### src/rtl/traffic_sel_if.sv
// rtl/traffic_sel_if.sv - per-frame vehicle count stream into the traffic select scheduler
// The producer owns valid and the counts; the scheduler owns ready.
interface traffic_sel_if #(
  parameter int CNT_W = 8
);
  logic             cnt_valid;
  logic             cnt_ready;
  logic [CNT_W-1:0] cnt_a;
  logic [CNT_W-1:0] cnt_b;

  modport master (output cnt_valid, output cnt_a, output cnt_b, input  cnt_ready);
  modport slave  (input  cnt_valid, input  cnt_a, input  cnt_b, output cnt_ready);
endinterface

### src/rtl/traffic_sel_scheduler.sv
// rtl/traffic_sel_scheduler.sv - windowed flow classifier with hysteresis, commits traffic_sel at cycle boundaries
// Optional emergency override is enabled with TRAFFIC_SCHED_EMERG_EN.
module traffic_sel_scheduler #(
  parameter int CNT_W       = 8,
  parameter int ACC_W       = 12,
  parameter int WIN_FRAMES  = 16,
  parameter int HYST        = 2,
  parameter int RATIO_SHIFT = 1
) (
  input  logic       clk_i,
  input  logic       rst_ni,
  traffic_sel_if.slave cnt_if,
  input  logic       cycle_done_i,
`ifdef TRAFFIC_SCHED_EMERG_EN
  input  logic       emerg_req_i,
  input  logic [1:0] emerg_sel_i,
`endif
  output logic [1:0] traffic_sel_o,
  output logic       sel_update_o,
  output logic       pend_valid_o
);

  localparam int FC_W = $clog2(WIN_FRAMES + 1);
  localparam int AG_W = $clog2(HYST + 1);
  localparam logic [FC_W-1:0] WIN_V  = FC_W'(WIN_FRAMES);
  localparam logic [AG_W-1:0] HYST_V = AG_W'(HYST);

  typedef enum logic {ACCUM, DECIDE} state_e;

  state_e           state_q, state_d;
  logic [ACC_W-1:0] acc_a_q, acc_a_d, acc_b_q, acc_b_d;
  logic [FC_W-1:0]  frame_q, frame_d;
  logic [1:0]       last_cand_q, last_cand_d;
  logic [AG_W-1:0]  agree_q, agree_d;
  logic [1:0]       sel_q, sel_d, pend_sel_q, pend_sel_d;
  logic             upd_q, upd_d, pend_valid_q, pend_valid_d;
  logic             live_q;

  logic             xfer;
  logic [1:0]       cand;
  logic [ACC_W:0]   a_ext, b_ext, thr_a, thr_b;

  function automatic logic [ACC_W-1:0] sat_add(input logic [ACC_W-1:0] acc,
                                                input logic [CNT_W-1:0] cnt);
    logic [ACC_W:0] s;
    s = {1'b0, acc} + {{(ACC_W + 1 - CNT_W){1'b0}}, cnt};
    return s[ACC_W] ? {ACC_W{1'b1}} : s[ACC_W-1:0];
  endfunction

  // Ready only after the first clock out of reset, and never during an override.
`ifdef TRAFFIC_SCHED_EMERG_EN
  assign cnt_if.cnt_ready = live_q && (state_q == ACCUM) && !emerg_req_i;
`else
  assign cnt_if.cnt_ready = live_q && (state_q == ACCUM);
`endif
  assign xfer = cnt_if.cnt_valid && cnt_if.cnt_ready;

  // One extra bit keeps y + (y >> RATIO_SHIFT) from overflowing.
  assign a_ext = {1'b0, acc_a_q};
  assign b_ext = {1'b0, acc_b_q};
  assign thr_a = a_ext + (a_ext >> RATIO_SHIFT);
  assign thr_b = b_ext + (b_ext >> RATIO_SHIFT);
  assign cand  = (a_ext > thr_b) ? 2'd2 : ((b_ext > thr_a) ? 2'd1 : 2'd0);

  always_comb begin
    state_d      = state_q;
    acc_a_d      = acc_a_q;
    acc_b_d      = acc_b_q;
    frame_d      = frame_q;
    last_cand_d  = last_cand_q;
    agree_d      = agree_q;
    sel_d        = sel_q;
    pend_sel_d   = pend_sel_q;
    pend_valid_d = pend_valid_q;
    upd_d        = 1'b0;

    // Commit first so a same-cycle decision is judged against the new selection.
    if (cycle_done_i && pend_valid_q) begin
      sel_d        = pend_sel_q;
      upd_d        = 1'b1;
      pend_valid_d = 1'b0;
    end

    case (state_q)
      ACCUM: begin
        if (xfer) begin
          acc_a_d = sat_add(acc_a_q, cnt_if.cnt_a);
          acc_b_d = sat_add(acc_b_q, cnt_if.cnt_b);
          frame_d = frame_q + 1'b1;
          if (frame_d == WIN_V) state_d = DECIDE;
        end
      end
      DECIDE: begin
        if (cand == last_cand_q) begin
          agree_d = (agree_q == HYST_V) ? agree_q : agree_q + 1'b1;
        end else begin
          last_cand_d = cand;
          agree_d     = AG_W'(1);
        end
        if (agree_d == HYST_V) begin
          if (cand != sel_d) begin
            pend_sel_d   = cand;
            pend_valid_d = 1'b1;
          end else begin
            pend_valid_d = 1'b0;
          end
        end
        acc_a_d = '0;
        acc_b_d = '0;
        frame_d = '0;
        state_d = ACCUM;
      end
      default: state_d = ACCUM;
    endcase

`ifdef TRAFFIC_SCHED_EMERG_EN
    if (emerg_req_i) begin
      sel_d        = (emerg_sel_i == 2'd3) ? 2'd0 : emerg_sel_i;
      upd_d        = (sel_d != sel_q);
      acc_a_d      = '0;
      acc_b_d      = '0;
      frame_d      = '0;
      agree_d      = '0;
      pend_valid_d = 1'b0;
      state_d      = ACCUM;
    end
`endif
  end

  always_ff @(posedge clk_i or negedge rst_ni) begin
    if (!rst_ni) begin
      state_q      <= ACCUM;
      acc_a_q      <= '0;
      acc_b_q      <= '0;
      frame_q      <= '0;
      last_cand_q  <= 2'd0;
      agree_q      <= '0;
      sel_q        <= 2'd0;
      pend_sel_q   <= 2'd0;
      pend_valid_q <= 1'b0;
      upd_q        <= 1'b0;
      live_q       <= 1'b0;
    end else begin
      state_q      <= state_d;
      acc_a_q      <= acc_a_d;
      acc_b_q      <= acc_b_d;
      frame_q      <= frame_d;
      last_cand_q  <= last_cand_d;
      agree_q      <= agree_d;
      sel_q        <= sel_d;
      pend_sel_q   <= pend_sel_d;
      pend_valid_q <= pend_valid_d;
      upd_q        <= upd_d;
      live_q       <= 1'b1;
    end
  end

  assign traffic_sel_o = sel_q;
  assign sel_update_o  = upd_q;
  assign pend_valid_o  = pend_valid_q;

endmodule
### src/flat_wrapper.sv
// flat-port wrapper written by rule: the top's interface ports become plain ports
module traffic_sel_scheduler_flat 
#(
  parameter int CNT_W       = 8,
  parameter int ACC_W       = 12,
  parameter int WIN_FRAMES  = 16,
  parameter int HYST        = 2,
  parameter int RATIO_SHIFT = 1
)
  (clk_i, rst_ni, cycle_done_i, traffic_sel_o, sel_update_o, pend_valid_o, cnt_if_cnt_valid, cnt_if_cnt_a, cnt_if_cnt_b, cnt_if_cnt_ready);
  traffic_sel_if #(.CNT_W(CNT_W)) cnt_if_i ();
  input  logic clk_i;
  input  logic rst_ni;
  input  logic cycle_done_i;
  output logic [1:0] traffic_sel_o;
  output logic sel_update_o;
  output logic pend_valid_o;
  input wire logic [$bits(cnt_if_i.cnt_valid)-1:0] cnt_if_cnt_valid;
  input wire logic [$bits(cnt_if_i.cnt_a)-1:0] cnt_if_cnt_a;
  input wire logic [$bits(cnt_if_i.cnt_b)-1:0] cnt_if_cnt_b;
  output wire logic [$bits(cnt_if_i.cnt_ready)-1:0] cnt_if_cnt_ready;
  assign cnt_if_i.cnt_valid = cnt_if_cnt_valid;
  assign cnt_if_i.cnt_a = cnt_if_cnt_a;
  assign cnt_if_i.cnt_b = cnt_if_cnt_b;
  assign cnt_if_cnt_ready = cnt_if_i.cnt_ready;
  traffic_sel_scheduler #(.CNT_W(CNT_W), .ACC_W(ACC_W), .WIN_FRAMES(WIN_FRAMES), .HYST(HYST), .RATIO_SHIFT(RATIO_SHIFT)) u_core (.clk_i(clk_i), .rst_ni(rst_ni), .cnt_if(cnt_if_i), .cycle_done_i(cycle_done_i), .traffic_sel_o(traffic_sel_o), .sel_update_o(sel_update_o), .pend_valid_o(pend_valid_o));
endmodule
### config.mk
export PLATFORM = sky130hd
export DESIGN_NAME = traffic_sel_scheduler_flat
export DESIGN_NICKNAME = d
export VERILOG_FILES = /design/src/rtl/traffic_sel_if.sv /design/src/rtl/traffic_sel_scheduler.sv /design/src/flat_wrapper.sv
export SDC_FILE = /design/constraint.sdc
export NUM_CORES = 1
export LEC_CHECK = 0
export CORE_MARGIN = 5
export CORE_UTILIZATION = 65
export DETAILED_ROUTE_END_ITERATION = 10
export PLACE_DENSITY = 0.82
export SLEW_MARGIN = 20
export SYNTH_ARGS = -nofsm -noshare
export SYNTH_HDL_FRONTEND = slang
export SYNTH_SLANG_ARGS = --single-unit
### constraint.sdc
create_clock -name clk_i -period 9.3 [get_ports clk_i]
set_input_delay 1.86 -clock clk_i [delete_from_list [all_inputs] [get_ports clk_i]]
set_output_delay 1.86 -clock clk_i [all_outputs]
set_load 0.1 [all_outputs]
# Word-level counts from Yosys, hierarchy flattened

Index checks and enable logic that the tools add are counted.

Output and inout port bits: 5
Flip-flop bits (word level): 41
Logic and storage cells: 54
Input bits: 20

Bitwise logic cells: 2
Order comparisons: 2
Reductions and logical operators: 5
Mux-type cells: 22
Equal/unequal tests: 6
$add $sub $neg: 6

Operators with widths:

| operator            | number |
|---|---|
| $mux 12             | 4 |
| $pmux 12 s2         | 2 |
| $add 12x11->13      | 2 |
| $add 12x8->13       | 2 |
| $gt 12x13->1        | 2 |
| $mux 2              | 5 |
| $pmux 5 s2          | 1 |
| $mux 1              | 8 |
| $add 5x1->5 const B | 1 |
| $eq 5x5->1 const B  | 1 |
| $mux 5              | 1 |
| $eq 2x2->1 const B  | 2 |
| $logic_and 1x1->1   | 3 |
| $reduce_and 3->1    | 1 |
| $add 2x1->2 const B | 1 |
| $eq 2x2->1          | 1 |
| $ne 2x1->1 const B  | 1 |
| $ne 2x2->1          | 1 |
| $not 1->1           | 2 |
| $pmux 1 s2          | 1 |
| $reduce_and 2->1    | 1 |

# Logic depth before layout (Yosys ltp)

Depth in word-level cells: 10
Mapped depth: 20
Depth with buffers taken out: 20

# Worst setup path before layout

OpenSTA, ideal clock, no wires.

Kind: register -> register
Start point: register u_core.acc_a_q[1]
End point: register u_core.pend_sel_q[0]
Arrival time: 4.562 ns
Data required time: 9.175 ns
Path buffers: 0
Cell stages (with the launch flop): 21
Period minus slack after synthesis: 4.687 ns
Setup slack: 4.613 ns
Library setup time: 0.125 ns
Path through: dfrtp_1 -> ha_1 -> a21o_1 -> a21oi_1 -> nor2b_1 -> o21a_1 -> o311a_1 -> o21a_1 -> o21ai_0 -> nand2b_1 -> xnor2_1 -> ha_1 -> a21o_1 -> a21o_1 -> or4_1 -> o221ai_1 -> a41o_2 -> nor4b_1 -> o31ai_1 -> or3_4 -> mux2_4

Cells in the longest elaborated chain, start to end: 9
Elaborated cells on any way between the ends: 11
Classes of those cells: 1 x add/sub; 2 x order compare; 3 x eq/ne; 4 x mux; 1 x reduce/logical

RTL lines:

| element                    | line                         | RTL |
|---|---|---|
| start, declared            | traffic_sel_scheduler.sv:31  | `logic [ACC_W-1:0] acc_a_q, acc_a_d, acc_b_q, acc_b_d;` |
| start signal, assigned     | traffic_sel_scheduler.sv:133 | `acc_a_q <= '0;` |
| start signal, assigned     | traffic_sel_scheduler.sv:145 | `acc_a_q <= acc_a_d;` |
| $add 12x11->13             | traffic_sel_scheduler.sv:61  | `assign thr_a = a_ext + (a_ext >> RATIO_SHIFT);` |
| $gt 12x13->1               | traffic_sel_scheduler.sv:63  | `assign cand = (a_ext > thr_b) ? 2'd2 : ((b_ext > thr_a) ? 2'd1 : 2'd0);` |
| $mux 1                     | traffic_sel_scheduler.sv:63  |  |
| $mux 2 *                   | traffic_sel_scheduler.sv:63  |  |
| $eq 2x2->1                 | traffic_sel_scheduler.sv:94  | `if (cand == last_cand_q) begin` |
| $mux 2                     | traffic_sel_scheduler.sv:94  |  |
| $mux 2                     | traffic_sel_scheduler.sv:84  | `case (state_q)` |
| $eq 2x2->1                 | traffic_sel_scheduler.sv:100 | `if (agree_d == HYST_V) begin` |
| $reduce_and 3->1 (no line) | n/a                          |  |
| end signal, assigned       | traffic_sel_scheduler.sv:151 | `pend_sel_q <= pend_sel_d;` |
| end, declared              | traffic_sel_scheduler.sv:35  | `logic [1:0] sel_q, sel_d, pend_sel_q, pend_sel_d;` |

Every way passes the cells marked *; elsewhere a longest branch is shown, timed or not. The select of a mux whose other input is x is not followed.
A chain may end at the register's enable or synchronous reset.

# Worst setup path in the final report

Ends and elaborated chain as after synthesis.

==> metrics.md <==
| Metric | Value |
|---|---|
| CTS buffer count | `5` |
| Nets@finish | `552` |
| Root Buffer | `clkbuf_8` |
| Post-Synth Adder-Cell Area | `between 20% and 30%` |
| All-Layer GR Usage | `23.8%` |
| CTS tree | `done` |
| Netlist cell types | `54` |
| Synth area leaders | `dfrtp_1, ha_1, xnor2_1` |
| Final non-filler cell total | `536` |
| Slack of the worst reg-to-reg path | `4.06 ns` |
| CP endpoint kind | `flip-flop` |
| Top_reg_cell synth | `dfrtp_1` |
| DRC Markers | `0` |
| Multiplexer area fraction after synthesis | `2.12%` |
| Clock sinks | `between 40 and 50` |
| Initial DRC Count | `151` |
| Post-Place Worst Slack | `4.17 ns` |
| Die Ht | `88.1 µm` |
| Antenna Cells | `0` |
| Crit path kind | `flip-flop to flip-flop` |
| Total vias in the final route | `around 3.3k` |
| Final Cycle Share | `56.3%` |
| Status | `completed` |
| Least-Margin Pin Slew | `slightly below 1 ns` |
| # Post-CTS Setup Buffers | `0` |
| Yosys top cell by area | `dfrtp_1` |
| Min cycle time layout | `5.24 ns` |
| Max Fclk | `191 MHz` |
| Clk slew on worst S/H paths | `0.09 ns` |
| First-pass GRT wire length | `between 10 and 15 mm` |
| Fin. max-slew vios | `0` |
| WP data required | `9.49 ns` |
| Post-synth EDFFs | `0` |
| Complex-gate fraction of the synthesized area | `22.0%` |
| Reg2Reg Depth | `20` |
| Synth cell count leaders | `ha_1, dfrtp_1, inv_1` |
| Hold depth | `1` |
| Number of global-route vias before repair | `3282` |
| Post-Synthesis Cell Area | `3960 µm²` |
| Die ar. | `7760 µm²` |
| Initial core utilization | `66.9%` |
| Xor/xnor share of the synthesized area | `7.08%` |
| Largest net degree at the start of global routing | `42` |
| Final hold violations | `0` |
| Simple-gate portion of the synthesized area | `between 10% and 20%` |
| Port buffer count | `24` |
| Placed cells | `around 530` |
| Most frequent cell after synthesis | `ha_1` |
| Final setup viols | `0` |
| Post-CTS Hold Buffers | `0` |
| Setup Skew | `0.00677 ns` |
| Unrepaired setup endpoints after global routing | `no` |
| Worst Hold Class | `flip-flop to flip-flop` |
| First-pass DRT Iterations | `4` |
| HPWL after detailed placement | `about 6.5 mm` |
| Post-Syn Nets | `528` |
| Mapped Avg Cell Area | `9.09 µm²` |
| Share of the synthesized area in the top cell type | `25.9%` |
| Core area | `5920 µm²` |
| Number of max-cap violations | `0` |
| Die W | `88.1 µm` |
| GPL Wtd Cong | `0.942` |
| Crit-path max FO | `6` |
| Longest Clk Path Bufs | `2` |
| Fraction of registers with async set/reset | `between 90% and 100%` |
| Final worst slack | `4.06 ns` |
| Seq cells post-synth | `41` |
| Wire per inst | `15.8 µm` |
| Synth-to-Final Area Change | `10.2%` |
| Routed wire length | `8.45 mm` |
| Vias per cell | `6.15` |
| H-tree Lvls | `2` |
| Largest family of logic cells by synthesized area | `adder cells` |
| Gate Count Post-Synth | `436` |
| Grt total ovfl | `0` |
| TNS Setup | `0 ns` |
| Relative slew slack | `34.5%` |
| Row count | `28` |
| Startpoint types | `flip-flop` |
| Share of cells above drive strength 1 | `between 5 and 6%` |
| Initial antenna violation count | `0` |
| Post-route ant nets | `0` |
| Synth Warn # | `0` |
| Register area share after synthesis | `about 26%` |
| Arr. time, crit path | `5.43 ns` |
| Clk Latency, worst-skew pair | `0.31 ns` |
| Ports | `25` |
| Post-CTS Resized | `0` |
## worst max-delay path: stages, from the launching register on
cell      delay (ns)
dfrtp_1         0.46
ha_1            0.34
a21o_1          0.19
a21oi_1         0.24
nor2b_1         0.09
o21a_1          0.19
o311a_1         0.31
o21a_1          0.19
o21ai_0         0.22
nand2b_1        0.10
xnor2_1         0.13
ha_1            0.18
a21o_1          0.17
a21o_1          0.18
or4_1           0.47
o221ai_1        0.17
a41o_2          0.17
nor4b_1         0.41
o31ai_1         0.18
or3_4           0.44
mux2_4          0.31
## kinds of logic after synthesis
kind of cell	Yosys count
mux	7
simple gates	116
xor+xnor	32
buf+inv	43
compound gates	124
fa+ha+maj	72
flops	41
other cells	1
## layout by cell type (no fill, tap or decap), types with 5 or more instances in the layout
cell type	count
inv_1	34
nor2b_1	11
a21oi_1	26
o21ai_0	20
xnor2_1	17
a221oi_1	5
nor3_1	10
nand2_1	15
clkbuf_8	5
dfrtp_1	41
ha_1	68
o21a_1	12
nand2b_1	10
nand3_1	12
xor2_1	15
and2_1	5
or2_2	5
a21o_1	14
clkdlybuf4s50_1	23
a311oi_1	15
nor2_1	32
## metrics by stage
step	cell area (µm²)	hold slack [ns]	util, %
global placement	4270	0.480	72.1
floorplan	3960	0.471	-
global route	4370	0.541	73.7
detailed placement	4270	0.495	72.1
finish	4370	0.515	73.7
CTS	4370	0.516	73.7
## layout make-up
type | count | area [µm²]
clock inverters | 3 | 25.0
fillers | 464 | 1560
flip-flops and latches | 41 | 1030
repair buffers | 26 | 250
clock buffers | 5 | 68.8
multi-input cells | 352 | 2770
well taps | 75 | 93.8
inverters | 34 | 128
## layer usage
| metal | part of all wire, % | global-route usage (%) | wire, µm | up-vias |
|---|---|---|---|---|
| met5 | 0 | 0 | 0 | - |
| met4 | 0.92 | 6.32 | 78 | 0 |
| met3 | 5.6 | 3.39 | 475 | 8 |
| met2 | 48 | 40.1 | 4030 | 78 |
| met1 | 46 | 32.1 | 3870 | 1544 |
| li1 | - | - | - | 1664 |
## flip-flops by register name (all words and copies together), names as in the netlist
register and count:
u_core.live_q 1, u_core.acc_a_q 12, u_core.pend_sel_q 2, u_core.agree_q 2, u_core.traffic_sel_o 2, u_core.last_cand_q 2, u_core.sel_update_o 1, u_core.acc_b_q 12
u_core.pend_valid_o 1, u_core.frame_q 5, u_core.state_q 1
## worst paths after layout
path,from,end
setup reg to reg,u_core.acc_a_q[1],u_core.pend_sel_q[0]
hold / removal,u_core.agree_q[0],u_core.agree_q[0]
max in group asynchronous,rst_ni,u_core.acc_a_q[2]
setup / recovery,u_core.acc_a_q[1],u_core.pend_sel_q[0]
hold reg to reg,u_core.agree_q[0],u_core.agree_q[0]
min in group asynchronous,rst_ni,u_core.acc_b_q[9]
Power is not shown: default switching activity piles up to over one toggle a cycle in this logic, so the estimate is an artifact.
